===== src/rtl/logic_reduce_unit.sv =====
// Multi-cycle bitwise reduction engine: folds a stream of operands with
// AND/OR/XOR/NAND and hands back one result over a valid/ready handshake.

module logic_reduce_lane #(
  parameter int VEC_W = 4
) (
  input  logic [1:0]       op,
  input  logic [VEC_W-1:0] acc,
  input  logic [VEC_W-1:0] din,
  output logic [VEC_W-1:0] fold,
  output logic [VEC_W-1:0] fin
);
  // NAND folds as AND; the inversion is applied only to the final value
  always_comb begin
    fold = acc & din;
    case (op)
      2'b01:   fold = acc | din;
      2'b10:   fold = acc ^ din;
      default: fold = acc & din;
    endcase
    fin = (op == 2'b11) ? ~fold : fold;
  end
endmodule

module logic_reduce_unit #(
  parameter int WIDTH = 8,
  parameter int LEN_W = 4,
  parameter int VEC_W = 4
) (
  input  logic             clk,
  input  logic             rst,
  input  logic             start,
  input  logic [1:0]       op,
  input  logic [LEN_W-1:0] len,
  input  logic             in_valid,
  output logic             in_ready,
  input  logic [WIDTH-1:0] in_data,
  output logic             out_valid,
  input  logic             out_ready,
  output logic [WIDTH-1:0] out_data,
  output logic             busy,
  output logic             err
);
  localparam int NUM_LANES = WIDTH / VEC_W;

  localparam logic [1:0] IDLE  = 2'd0;
  localparam logic [1:0] ACCUM = 2'd1;
  localparam logic [1:0] DONE  = 2'd2;

  typedef struct packed {
    logic [1:0]       op;
    logic [LEN_W-1:0] len;
  } cmd_t;

  logic [1:0]                          state;
  cmd_t                                cmd;
  logic [LEN_W-1:0]                    cnt;
  logic [NUM_LANES-1:0][VEC_W-1:0]     acc, fold, fin, din_l, ident;
  logic                                beat, last;

  assign din_l = in_data;
  // OR/XOR start from zero, AND/NAND from all ones
  assign ident = (op[1] ^ op[0]) ? '0 : '1;
  assign beat  = in_valid & in_ready;
  assign last  = beat && (cnt == cmd.len - LEN_W'(1));

  for (genvar l = 0; l < NUM_LANES; l++) begin : g_lane
    logic_reduce_lane #(.VEC_W(VEC_W)) u_lane (
      .op   (cmd.op),
      .acc  (acc[l]),
      .din  (din_l[l]),
      .fold (fold[l]),
      .fin  (fin[l])
    );
  end

  always_ff @(posedge clk) begin
    if (rst) begin
      state     <= IDLE;
      cmd       <= '0;
      cnt       <= '0;
      acc       <= '0;
      in_ready  <= 1'b0;
      out_valid <= 1'b0;
      out_data  <= '0;
      busy      <= 1'b0;
      err       <= 1'b0;
    end else begin
      err <= 1'b0;
      case (state)
        IDLE: begin
          if (start) begin
            if (len != '0) begin
              cmd      <= '{op: op, len: len};
              acc      <= ident;
              cnt      <= '0;
              state    <= ACCUM;
              in_ready <= 1'b1;
              busy     <= 1'b1;
            end else begin
              err <= 1'b1;
            end
          end
        end
        ACCUM: begin
          if (beat) begin
            acc <= fold;
            cnt <= cnt + LEN_W'(1);
            if (last) begin
              out_data  <= fin;
              state     <= DONE;
              in_ready  <= 1'b0;
              out_valid <= 1'b1;
            end
          end
        end
        DONE: begin
          if (out_ready) begin
            state     <= IDLE;
            out_valid <= 1'b0;
            busy      <= 1'b0;
          end
        end
        default: begin
          state     <= IDLE;
          in_ready  <= 1'b0;
          out_valid <= 1'b0;
          busy      <= 1'b0;
        end
      endcase
    end
  end
endmodule


===== config.mk =====
export PLATFORM = sky130hd
export DESIGN_NAME = logic_reduce_unit
export DESIGN_NICKNAME = d
export VERILOG_FILES = /design/src/rtl/logic_reduce_unit.sv
export SDC_FILE = /design/constraint.sdc
export NUM_CORES = 1
export LEC_CHECK = 0
export BUFFER_PORTS_ARGS = -buffer_cell sky130_fd_sc_hd__buf_2
export CAP_MARGIN = 40
export CORE_MARGIN = 8
export CORE_UTILIZATION = 50
export DETAILED_ROUTE_END_ITERATION = 7
export PLACE_DENSITY = 0.74
export SKIP_LAST_GASP = 1
export SLEW_MARGIN = 15
export SYNTH_ARGS = -nofsm -noshare
export SYNTH_HDL_FRONTEND = slang
export SYNTH_SLANG_ARGS = --single-unit

===== constraint.sdc =====
create_clock -name clk -period 2.6 [get_ports clk]
set_input_delay 0.26 -clock clk [delete_from_list [all_inputs] [get_ports clk]]
set_output_delay 0.26 -clock clk [all_outputs]
set_load 0.03 [all_outputs]

# After elaboration in Yosys (flattened, before gate mapping)
# Cells that the tools add are included.
# classes
n_reduce_logical	12
bitwise	14
n_eq_ne	11
mux	30
n_addsub	2
# ops
cell	count
two-way mux 8 bit	4
one-hot mux 4 bit (2 select lines)	3
two-way mux 4 bit	5
one-hot mux 8 bit (2 select lines)	1
AND reduction 4 bit	3
two-way mux 2 bit	5
!= test 2 bit, second input constant	5
AND reduction 5 bit	2
one-hot mux 1 bit (3 select lines)	3
bitwise AND 4 bit	2
two-way mux 1 bit	8
NOT 4 bit	2
bitwise OR 4 bit	2
XOR 4 bit	2
equality test 2 bit, second input constant	3
one-hot mux 2 bit (3 select lines)	1
AND reduction 3 bit	2
adder 4 x 1 -> 4 bit, second input constant	1
equality test 2 x 1 -> 1 bit, second input constant	2
equality test 4 bit	1
NOT 1 bit	4
nonzero test 4 bit	1
subtractor 4 x 1 -> 4 bit, second input constant	1
OR reduction 3 bit	1
other kinds (5)	5
# totals
ff_bits	32
input_bits	19
word_cells	80
out_inout_bits	12

# Depth between registers and ports, before layout
# Gate-level depths: netlist of the first run.
# depth
depth_word	6
ltp_mapped	8
ltp_nobuf	6

# By module
# Synthesis of the first run repeated with hierarchy kept, for this count alone.
# unflattened
cells_unflattened	241
hier_area_um2	2160.8
# by_module_without_submodules
mod	n_inst	cells_per_inst	seq_area_each_um2	area_per_inst_um2
logic_reduce_unit	1	157	640.6	1502.7
logic_reduce_lane	2	42	0.0	329.1

# Worst setup path after synthesis of the first run
# No wires, ideal clock.
# synth_path
kind	reg-to-reg
start	register cmd[4] (netlist name)
end	register out_data[2]
path_stages_with_launch	8
required_time_ps	2541
arrival_time_ps	1789
n_path_buf	1
path_slack_ps	753
synth_period_minus_slack_ps	1847
path_cell_list	dfxtp_1 -> inv_1 -> ha_1 -> clkbuf_1 -> nor2_1 -> and3_1 -> a2111oi_0 -> mux2_2
# synth_between
elab_chain_len	4
# synth_lines
element	line_no	source
from (decl)	56	cmd_t cmd;
from (signal assigned)	94	cmd <= '{op: op, len: len};
equality test 2 bit / equality test 2 x 1 -> 1 bit (equally long branches)	16	case (op)
one-hot mux 4 bit (2 select lines)	16	
NOT 4 bit	21	fin = (op == 2'b11) ? ~fold : fold;
two-way mux 4 bit *	21	
to (signal assigned)	110	out_data <= fin;
to (decl)	40	output logic [WIDTH-1:0] out_data,
# Every way passes the cells marked *; elsewhere a longest branch is shown, timed or not.
# A chain may end at the register's enable or synchronous reset.

# Final worst setup path of the first run
# layout_path
start	register cmd[4] (netlist name)
end	register out_data[0]
# The elaborated chain is that of the path after synthesis.

==> flow_metrics.py, run 1 <==
metrics = {
    "outcome": {
        "outcome": "finished, final reports clean",
    },
    "sta": {
        "fin_ws_ns": 0.452,
        "worst_slew_pin_slew_ns": 0.706,
        "drv_slew": 0,
        "max_freq_mhz": 465,
        "period_share_pct": 82.6,
        "tns_ns": 0,
        "finalHoldViolations": 0,
        "setup_violations": 0,
        "fin_skew_ns": 0.00694,
        "rsz0062_at_grt": "false",
        "period_minus_slack_ns": 2.15,
        "relSlewSlack_pct": 52.9,
        "hold_ws_ns": 0.224,
    },
    "yosys": {
        "yosysTopAreaCell": "dfxtp_1",
        "synth_nets": 283,
        "synthCells": 243,
        "yosysWarnings": 0,
        "syn_avg_cell_area_um2": 8.98,
        "ys_seq_area_share_pct": 29.3,
        "synth_area_leaders": "dfxtp_1 (29%), ha_1 (12%), mux2_2 (7.7%), nand2b_1 (5.4%), inv_1 (3.8%)",
        "yosysTopAreaCellShare_pct": 29.3,
        "syn_area_um2": 2180,
        "ys_seq_elements": 32,
        "synth.distinct_cells": 42,
    },
    "floorplanning": {
        "die-area_um2": 6740,
        "ios": 31,
        "rows": 24,
        "fp.dieW_um": 82.1,
        "initial_core_util_pct": 50.8,
        "fp.coreArea_um2": 4290,
        "die-height_um": 82.1,
    },
    "placement": {
        "hpwl_mm": 3.53,
        "placed_cell_area_um2": 2360,
        "pre_cts_ws_ns": 0.527,
        "gp_congestion": 0.827,
        "port_buffers": 30,
        "dp.cells": 316,
    },
    "layout": {
        "layout_commonest_cell": "dfxtp_1",
        "final_cell_mix": "dfxtp_1 (32), buf_2 (30), inv_1 (22)",
        "final-seq-area_um2": 641,
        "final_nets": 311,
        "multi_input_area_um2": 1410,
        "drive_gt1_share_pct": 22.4,
        "n_fill_cell": 411,
        "area_delta_synth_final_pct": 13.2,
        "finish.utilization_pct": 57.6,
        "n_antenna_cell": 0,
        "fin_cells": 324,
        "fin_area_um2": 2470,
    },
    "cts": {
        "cts_made_buffers": 5,
        "clkTransAtPathRegs_ns": 0.07,
        "clock_latency_ns": 0.29,
        "cts_tree": "built",
        "clkSinkCount": 32,
        "cts_root_buf": "clkbuf_8",
        "cts_resized": 0,
        "cts_hold_buf": 0,
        "clock_path_buffers": 2,
        "cts_setup_buffers": 0,
        "h-tree-depth": 2,
    },
    "critical_path": {
        "worstPathArrival_ns": 2.38,
        "cpMostUsedCell": "mux2_2",
        "critPathRequiredTime_ns": 2.83,
        "reg2reg_slack_ns": 0.45,
        "cp-start-kind": "register",
        "path_class": "register to register",
        "endpoint_kind": "register",
        "slowest_stage": "a2111oi_0",
        "path_cells": "inv_1 > ha_1 > and2_1 > mux2_2 > a2111oi_0 > mux2_2",
        "worstPathMaxFanout": 9,
        "max_stage_delay_ns": 0.48,
    },
    "route": {
        "detail-route-antenna-nets": 0,
        "vias_per_cell": 5.69,
        "drtPass1Iterations": 4,
        "drcViolationCount": 0,
        "dr.first_iter.drc_count": 161,
        "drt-total-wl_mm": 5.03,
        "vias": 1845,
        "wl_per_cell_um": 15.5,
    },
    "global_route": {
        "grt-ovfl-total": 0,
        "antenna_found_initial": 0,
        "grt_use_met2_pct": 25.6,
        "busiest_layer": "met2",
        "grt_pass1_wl_mm": 8.15,
        "use_met1_pct": 19.6,
        "grt_max_degree": 41,
        "grt_pass1_vias": 1719,
        "met3_usage_pct": 3.83,
        "grt_usage_pct": 15.5,
    },
    "power_and_ir_drop": {
        "p_leak_nw": 1.13,
        "p_total_mw": 1.33,
        "irDropWorstVdd_mv": 0.313,
        "p_per_area_nw_per_um2": 539,
    },
    "hold_path": {
        "min_path_type": "input pin to register",
    },
    "job": {
        "drv_cap": 0,
    },
}
[worst max-delay path, delay by kind of cell, from the launching register on]
kind            cells  cell delay [ns]
mux                 2             0.53
compound gates      1             0.48
fa+ha+maj           1             0.39
flops               1             0.38
simple gates        1             0.25
buf+inv             1             0.06
[registers in the layout, summed over array words and instances, names as in the netlist]
signal	cells
state	2
in_ready	1
busy	1
acc	8
out_valid	1
cnt	4
cmd	6
err	1
out_data	8
[worst paths after layout]
check,start,end,depth (start not counted)
max,cmd[4],out_data[0],6
min reg2reg,out_valid,out_valid,2
min,len[2],cmd[2],2
max reg2reg,cmd[4],out_data[0],6
[power breakdown]
group	internal (mW)	switching (mW)
sequential	0.519	0.0195
combinational	0.140	0.177
clock	0.284	0.193
[metal layers]
| metal | up-vias | wire [um] |
|---|---|---|
| met1 | 871 | 2340 |
| met4 | 0 | 55 |
| met5 | - | 0 |
| li1 | 923 | - |
| met3 | 6 | 291 |
| met2 | 45 | 2340 |
[Yosys cell counts]
cell type / count
or3_1: 1
or4_4: 1
and2_1: 1
and3_1: 8
nor4_1: 2
nor2_1: 8
and2b_2: 1
a21oi_1: 3
a22o_1: 2
a2bb2oi_1: 1
buf_2: 3
o41ai_1: 1
xor3_1: 1
a22oi_1: 1
nor2b_1: 10
nand3_1: 1
nand2b_1: 19
a2111oi_0: 8
mux2i_1: 4
nor3_1: 5
clkbuf_1: 7
buf_4: 1
and4b_1: 1
nand3b_1: 8
o21ai_0: 3
nand4_1: 1
inv_1: 22
xnor2_1: 3
a31oi_2: 1
a211oi_1: 9
xor2_1: 4
a22o_2: 1
a21o_1: 1
nor3_2: 1
and4_1: 1
mux2_2: 15
dfxtp_1: 32
nand2_1: 20
nand3_2: 1
a41oi_4: 1
a311oi_1: 8
ha_1: 21
[cell type report]
| cell class | count | area share, % |
|---|---|---|
| timing repair buffer | 32 | 6.68 |
| multi-input combinational | 178 | 57.1 |
| inverter | 22 | 3.34 |
| clock buffer | 6 | 2.94 |
| sequential | 32 | 25.9 |
| clock inverter | 2 | 1.42 |
| tap | 52 | 2.63 |
[cells by family after synthesis]
logic type / after synthesis / synth area share [%]
AND/OR/NAND/NOR: 90 / 23.7
AO/OA/AOI/OAI: 40 / 15.5
buffers and inverters: 33 / 6.02
flip-flops: 32 / 29.3
adder cells (fa/ha/maj): 21 / 12.0
multiplexers: 19 / 9.57
XOR/XNOR: 8 / 3.90
Power figures use the tool's default switching activity.
==> inputs of run 2 (changes only) <==
- ABC_AREA: default -> 1
- clock period: 2.6 -> 2.2 ns (I/O delays scaled with it)
==> flow_metrics.py, run 2 <==
metrics = {
    "yosys": {
        "ys_seq_area_share_pct": 30.0,
        "synth_area_leaders": "dfxtp_1 (30%), ha_1 (12%), nand2_1 (11%), inv_1 (8.8%), nor2_1 (7.0%)",
        "synth_nets": 349,
        "yosysTopAreaCellShare_pct": 30.0,
        "syn_avg_cell_area_um2": 6.90,
        "async_reset_ff_share_pct": 0,
        "ys_seq_elements": 32,
        "synth_ff_type": "dfxtp_1",
        "synth_common_cells": "nand2_1 (63), inv_1 (50), nor2_1 (40)",
        "synthCells": 309,
        "synth.distinct_cells": 29,
        "yosysTopAreaCell": "dfxtp_1",
        "yosysWarnings": 0,
        "syn_area_um2": 2130,
        "synth_edf_count": 0,
        "synth.most_common_cell": "nand2_1",
    },
    "critical_path": {
        "critPathBufInv": 2,
        "worstPathArrival_ns": 2.01,
        "path_class": "register to register",
        "max_stage_delay_ns": 0.37,
        "slowest_stage": "dfxtp_1",
        "cp-start-kind": "register",
        "critPathRequiredTime_ns": 2.40,
        "cpMostUsedCell": "nand2_1",
        "endpoint_kind": "register",
        "path_cells": "inv_1 > ha_1 > inv_1 > or2_2 > nand2_1 > nand2_1 > nand2_1 > nand4_1 > nand2_1 > nor2_1",
        "path_delay_family": "simple AND/OR/NAND/NOR gates",
        "worstPathMaxFanout": 15,
    },
    "power_and_ir_drop": {
        "p_int_mw": 1.08,
        "seqPwrFrac_pct": 40.0,
        "p_total_mw": 1.59,
        "p_per_area_nw_per_um2": 659,
        "combPwrFrac_pct": 23.5,
        "swShare_pct": 32.1,
        "p_leak_nw": 1.25,
        "power.share.clock_pct": 36.6,
        "switchingPower_mw": 0.512,
        "irDropWorstVdd_mv": 0.437,
    },
    "cts": {
        "cts_setup_buffers": 0,
        "clkSinkCount": 32,
        "clock_path_buffers": 2,
        "clkTransAtPathRegs_ns": 0.07,
        "h-tree-depth": 2,
        "cts_root_buf": "clkbuf_8",
        "cts_made_buffers": 5,
        "cts_resized": 0,
        "clock_latency_ns": 0.29,
        "cts_hold_buf": 0,
        "cts_tree": "built",
    },
    "sta": {
        "fin_skew_ns": 0.00270,
        "rsz0062_at_grt": "false",
        "hold_ws_ns": 0.212,
        "period_minus_slack_ns": 1.82,
        "setup_violations": 0,
        "period_share_pct": 82.6,
        "finalHoldViolations": 0,
        "fin_ws_ns": 0.382,
        "worst_slew_pin_slew_ns": 0.411,
        "drv_slew": 0,
        "tns_ns": 0,
        "relSlewSlack_pct": 72.5,
        "max_freq_mhz": 550,
    },
    "outcome": {
        "outcome": "finished, final reports clean",
    },
    "route": {
        "wl_per_cell_um": 12.2,
        "vias": 1918,
        "drcViolationCount": 0,
        "vias_per_cell": 4.91,
        "drtPass1Iterations": 5,
        "detail-route-antenna-nets": 0,
        "dr.first_iter.drc_count": 135,
        "drt-total-wl_mm": 4.76,
    },
    "placement": {
        "pre_cts_ws_ns": 0.433,
        "gp_congestion": 0.791,
        "hpwl_mm": 3.48,
        "port_buffers": 30,
    },
    "floorplanning": {
        "die-area_um2": 6610,
        "rows": 23,
        "die-height_um": 81.3,
        "initial_core_util_pct": 52.5,
        "fp.coreArea_um2": 4060,
        "ios": 31,
        "fp.dieW_um": 81.3,
    },
    "layout": {
        "area_delta_synth_final_pct": 13.4,
        "n_antenna_cell": 0,
        "finish.utilization_pct": 59.6,
        "layout_commonest_cell": "nand2_1",
        "drive_gt1_share_pct": 19.4,
        "reg.largest.list": "acc (8), out_data (8), cmd (6)",
        "final_cell_mix": "nand2_1 (63), inv_1 (50), nor2_1 (40)",
        "final_nets": 380,
    },
    "global_route": {
        "grt_max_degree": 18,
        "grt-ovfl-total": 0,
        "grt_pass1_wl_mm": 7.76,
        "grt_usage_pct": 15.0,
        "antenna_found_initial": 0,
        "grt_pass1_vias": 1736,
    },
    "job": {
        "drv_cap": 0,
    },
    "hold_path": {
        "min_path_type": "input pin to register",
    },
}
run 2: final timing paths:
| check | slack, ns | to | cells past startpoint | startpoint |
|---|---|---|---|---|
| worst max-delay path | 0.38 | out_data[3] | 10 | cmd[4] |
| worst min-delay path | 0.21 | cmd[1] | 3 | len[1] |
| worst max register to register | 0.38 | out_data[3] | 10 | cmd[4] |
| worst min register to register | 0.47 | out_valid | 2 | out_valid |
run 2: worst reg2reg max path: stages (launching register included):
cell     delay (ns)
dfxtp_1        0.37
inv_1          0.07
ha_1           0.30
inv_1          0.19
or2_2          0.37
nand2_1        0.07
nand2_1        0.05
nand2_1        0.07
nand4_1        0.09
nand2_1        0.09
nor2_1         0.04
run 2: power groups by stage:
stage	logic (mW)	registers (mW)	clock network, mW
final	0.374	0.636	0.582
after global routing	0.425	0.641	0.615
after CTS	0.372	0.636	0.592
after detailed placement	0.367	0.650	0
after global placement	0.360	0.648	0
after floorplan	0.281	0.651	0
run 2: final cells by class:
class / count / area (um2)
well taps: 50 / 62.6
clock inverters: 3 / 42.5
multi-input cells: 210 / 1220
fillers: 380 / 1640
clock buffers: 5 / 68.8
repair buffers: 32 / 165
inverters: 59 / 221
flip-flops and latches: 32 / 641
run 2: logic make-up after synthesis:
group,synth area share [%]
adders and majority gates,12.3
and+or+nand+nor,30.2
buffers and inverters,12.9
xor gates and xnor gates,2.88
DFF,30.0
AOI/OAI and AO/OA,11.7
run 2: layer usage:
metal  global-route usage (%)  up-vias  routed length (um)
li1                         -     1023                   -
met1                     18.4      826                2230
met2                     23.9       67                2130
met3                     4.08        2                 357
met4                     6.43        0                  37
met5                        0        -                   0
run 2: through the flow:
step,area (um2),cells
after global routing,2420,391
after floorplan,2130,309
after detailed placement,2310,383
after global placement,2310,383
final,2420,391
after CTS,2420,391
==> inputs of run 3 (changes only) <==
- ABC_AREA: 1 -> 0
- PLACE_DENSITY: 0.74 -> 0.77
- clock period: 2.2 -> 1.55 ns (I/O delays scaled with it)
==> flow_metrics.py, run 3 (same netlist as run 1, synthesis figures left out) <==
metrics = {
    "outcome": {
        "outcome": "finished with violations",
        "violations": "setup timing",
    },
    "route": {
        "drtPass1Iterations": 4,
        "drcViolationCount": 0,
        "detail-route-antenna-nets": 0,
        "vias": 2224,
        "dr.first_iter.drc_count": 256,
        "drt-total-wl_mm": 7.53,
        "wl_per_cell_um": 20.3,
        "vias_per_cell": 5.99,
    },
    "global_route": {
        "antenna_found_initial": 0,
        "grt-ovfl-total": 0,
        "grt_usage_pct": 20.9,
        "grt_max_degree": 14,
        "grt_pass1_wl_mm": 10.7,
        "grt_pass1_vias": 2221,
    },
    "cts": {
        "cts_hold_buf": 0,
        "clkSinkCount": 32,
        "h-tree-depth": 2,
        "cts_root_buf": "clkbuf_8",
        "cts_tree": "built",
        "clock_latency_ns": 0.29,
        "cts_made_buffers": 5,
        "clkTransAtPathRegs_ns": 0.07,
        "clock_path_buffers": 2,
    },
    "floorplanning": {
        "fp.coreArea_um2": 4290,
        "ios": 31,
        "initial_core_util_pct": 50.8,
        "die-height_um": 82.1,
        "fp.dieW_um": 82.1,
        "die-area_um2": 6740,
        "rows": 24,
    },
    "sta": {
        "setup_violations": 18,
        "period_share_pct": 116,
        "fin_skew_ns": 0.00686,
        "period_minus_slack_ns": 1.80,
        "rsz0062_at_grt": "true",
        "hold_ws_ns": 0.165,
        "fin_ws_ns": -0.247,
        "worst_slew_pin_slew_ns": 0.653,
        "max_freq_mhz": 556,
        "relSlewSlack_pct": 56.0,
        "drv_slew": 0,
        "finalHoldViolations": 0,
        "tns_ns": -1.96,
    },
    "layout": {
        "final_nets": 358,
        "n_antenna_cell": 0,
        "fin_cells": 371,
        "drive_gt1_share_pct": 49.2,
        "fin_area_um2": 3290,
        "n_fill_cell": 253,
        "layout_commonest_cell": "buf_4",
        "final_cell_mix": "buf_4 (39), buf_2 (30), dfxtp_1 (27)",
        "area_delta_synth_final_pct": 50.5,
        "reg.largest.list": "acc (8), out_data (8), cmd (6)",
    },
    "critical_path": {
        "endpoint_kind": "register",
        "worstPathArrival_ns": 2.03,
        "path_class": "register to register",
        "critPathRequiredTime_ns": 1.78,
        "cp-start-kind": "register",
        "worstPathMaxFanout": 7,
    },
    "placement": {
        "port_buffers": 30,
        "dp.cells": 355,
        "placed_cell_area_um2": 2730,
        "gp_congestion": 0.845,
        "hpwl_mm": 4.24,
    },
    "job": {
        "drv_cap": 0,
    },
    "power_and_ir_drop": {
        "p_leak_nw": 1.50,
        "p_per_area_nw_per_um2": 817,
        "p_total_mw": 2.69,
        "irDropWorstVdd_mv": 0.572,
    },
    "hold_path": {
        "min_path_type": "input pin to register",
    },
}
## run 3: critical path, cell delays in order, from the launching register on
cell and delay [ns]:
dfxtp_2 0.35, inv_2 0.05, ha_4 0.29, buf_4 0.12, nor2_2 0.04, buf_6 0.13
and3_1 0.17, a2111oi_4 0.38, mux2_4 0.21
## run 3: worst paths after layout
| check | start | endpoint | slack, ns | cells after the start |
|---|---|---|---|---|
| worst max register to register | cmd[4] | out_data[3] | -0.25 | 8 |
| worst max-delay path | cmd[4] | out_data[3] | -0.25 | 8 |
| worst min-delay path | op[0] | cmd[4] | 0.17 | 3 |
| worst min register to register | out_valid | out_valid | 0.49 | 2 |
## run 3: routing by layer
layer	GRT usage (%)	routed length (um)	vias to the layer above
li1	-	-	1021
met1	23.5	2990	1073
met2	35.0	3760	100
met3	4.60	443	30
met4	12.8	331	0
met5	0	0	-
## run 3: through the flow
step	utilization [%]	setup WS [ns]
5_1_grt	76.5	-0.285
3_5_place_dp	63.5	-0.323
3_3_place_gp	63.5	-0.323
2_1_floorplan	-	-0.0454
6_report	76.5	-0.247
4_1_cts	73.5	-0.164
## run 3: power by group
group,total [mW],switching [mW],internal (mW)
clock,0.802,0.325,0.477
combinational,0.977,0.499,0.478
sequential,0.908,0.0360,0.871
total,2.69,0.860,1.83
## run 3: timing repair
| action | 4_1_cts | 5_1_grt |
|---|---|---|
| cloned | 1 | 0 |
| setup buffers | 5 | 2 |
| setup endpoints to repair | 15 | 25 |
| pin swaps | 15 | 14 |
| gates resized for setup | 52 | 23 |
## run 3: final cells by class
cell class                      count  area [um2]  share of cell area, %
Clock buffer                        6        72.6                   2.21
Sequential cell                    32         647                   19.7
Tap cell                           52        65.1                   1.98
Inverter                           22        82.6                   2.51
Timing Repair Buffer               78         553                   16.8
Multi-Input combinational cell    179        1830                   55.7
Clock inverter                      2        35.0                   1.07
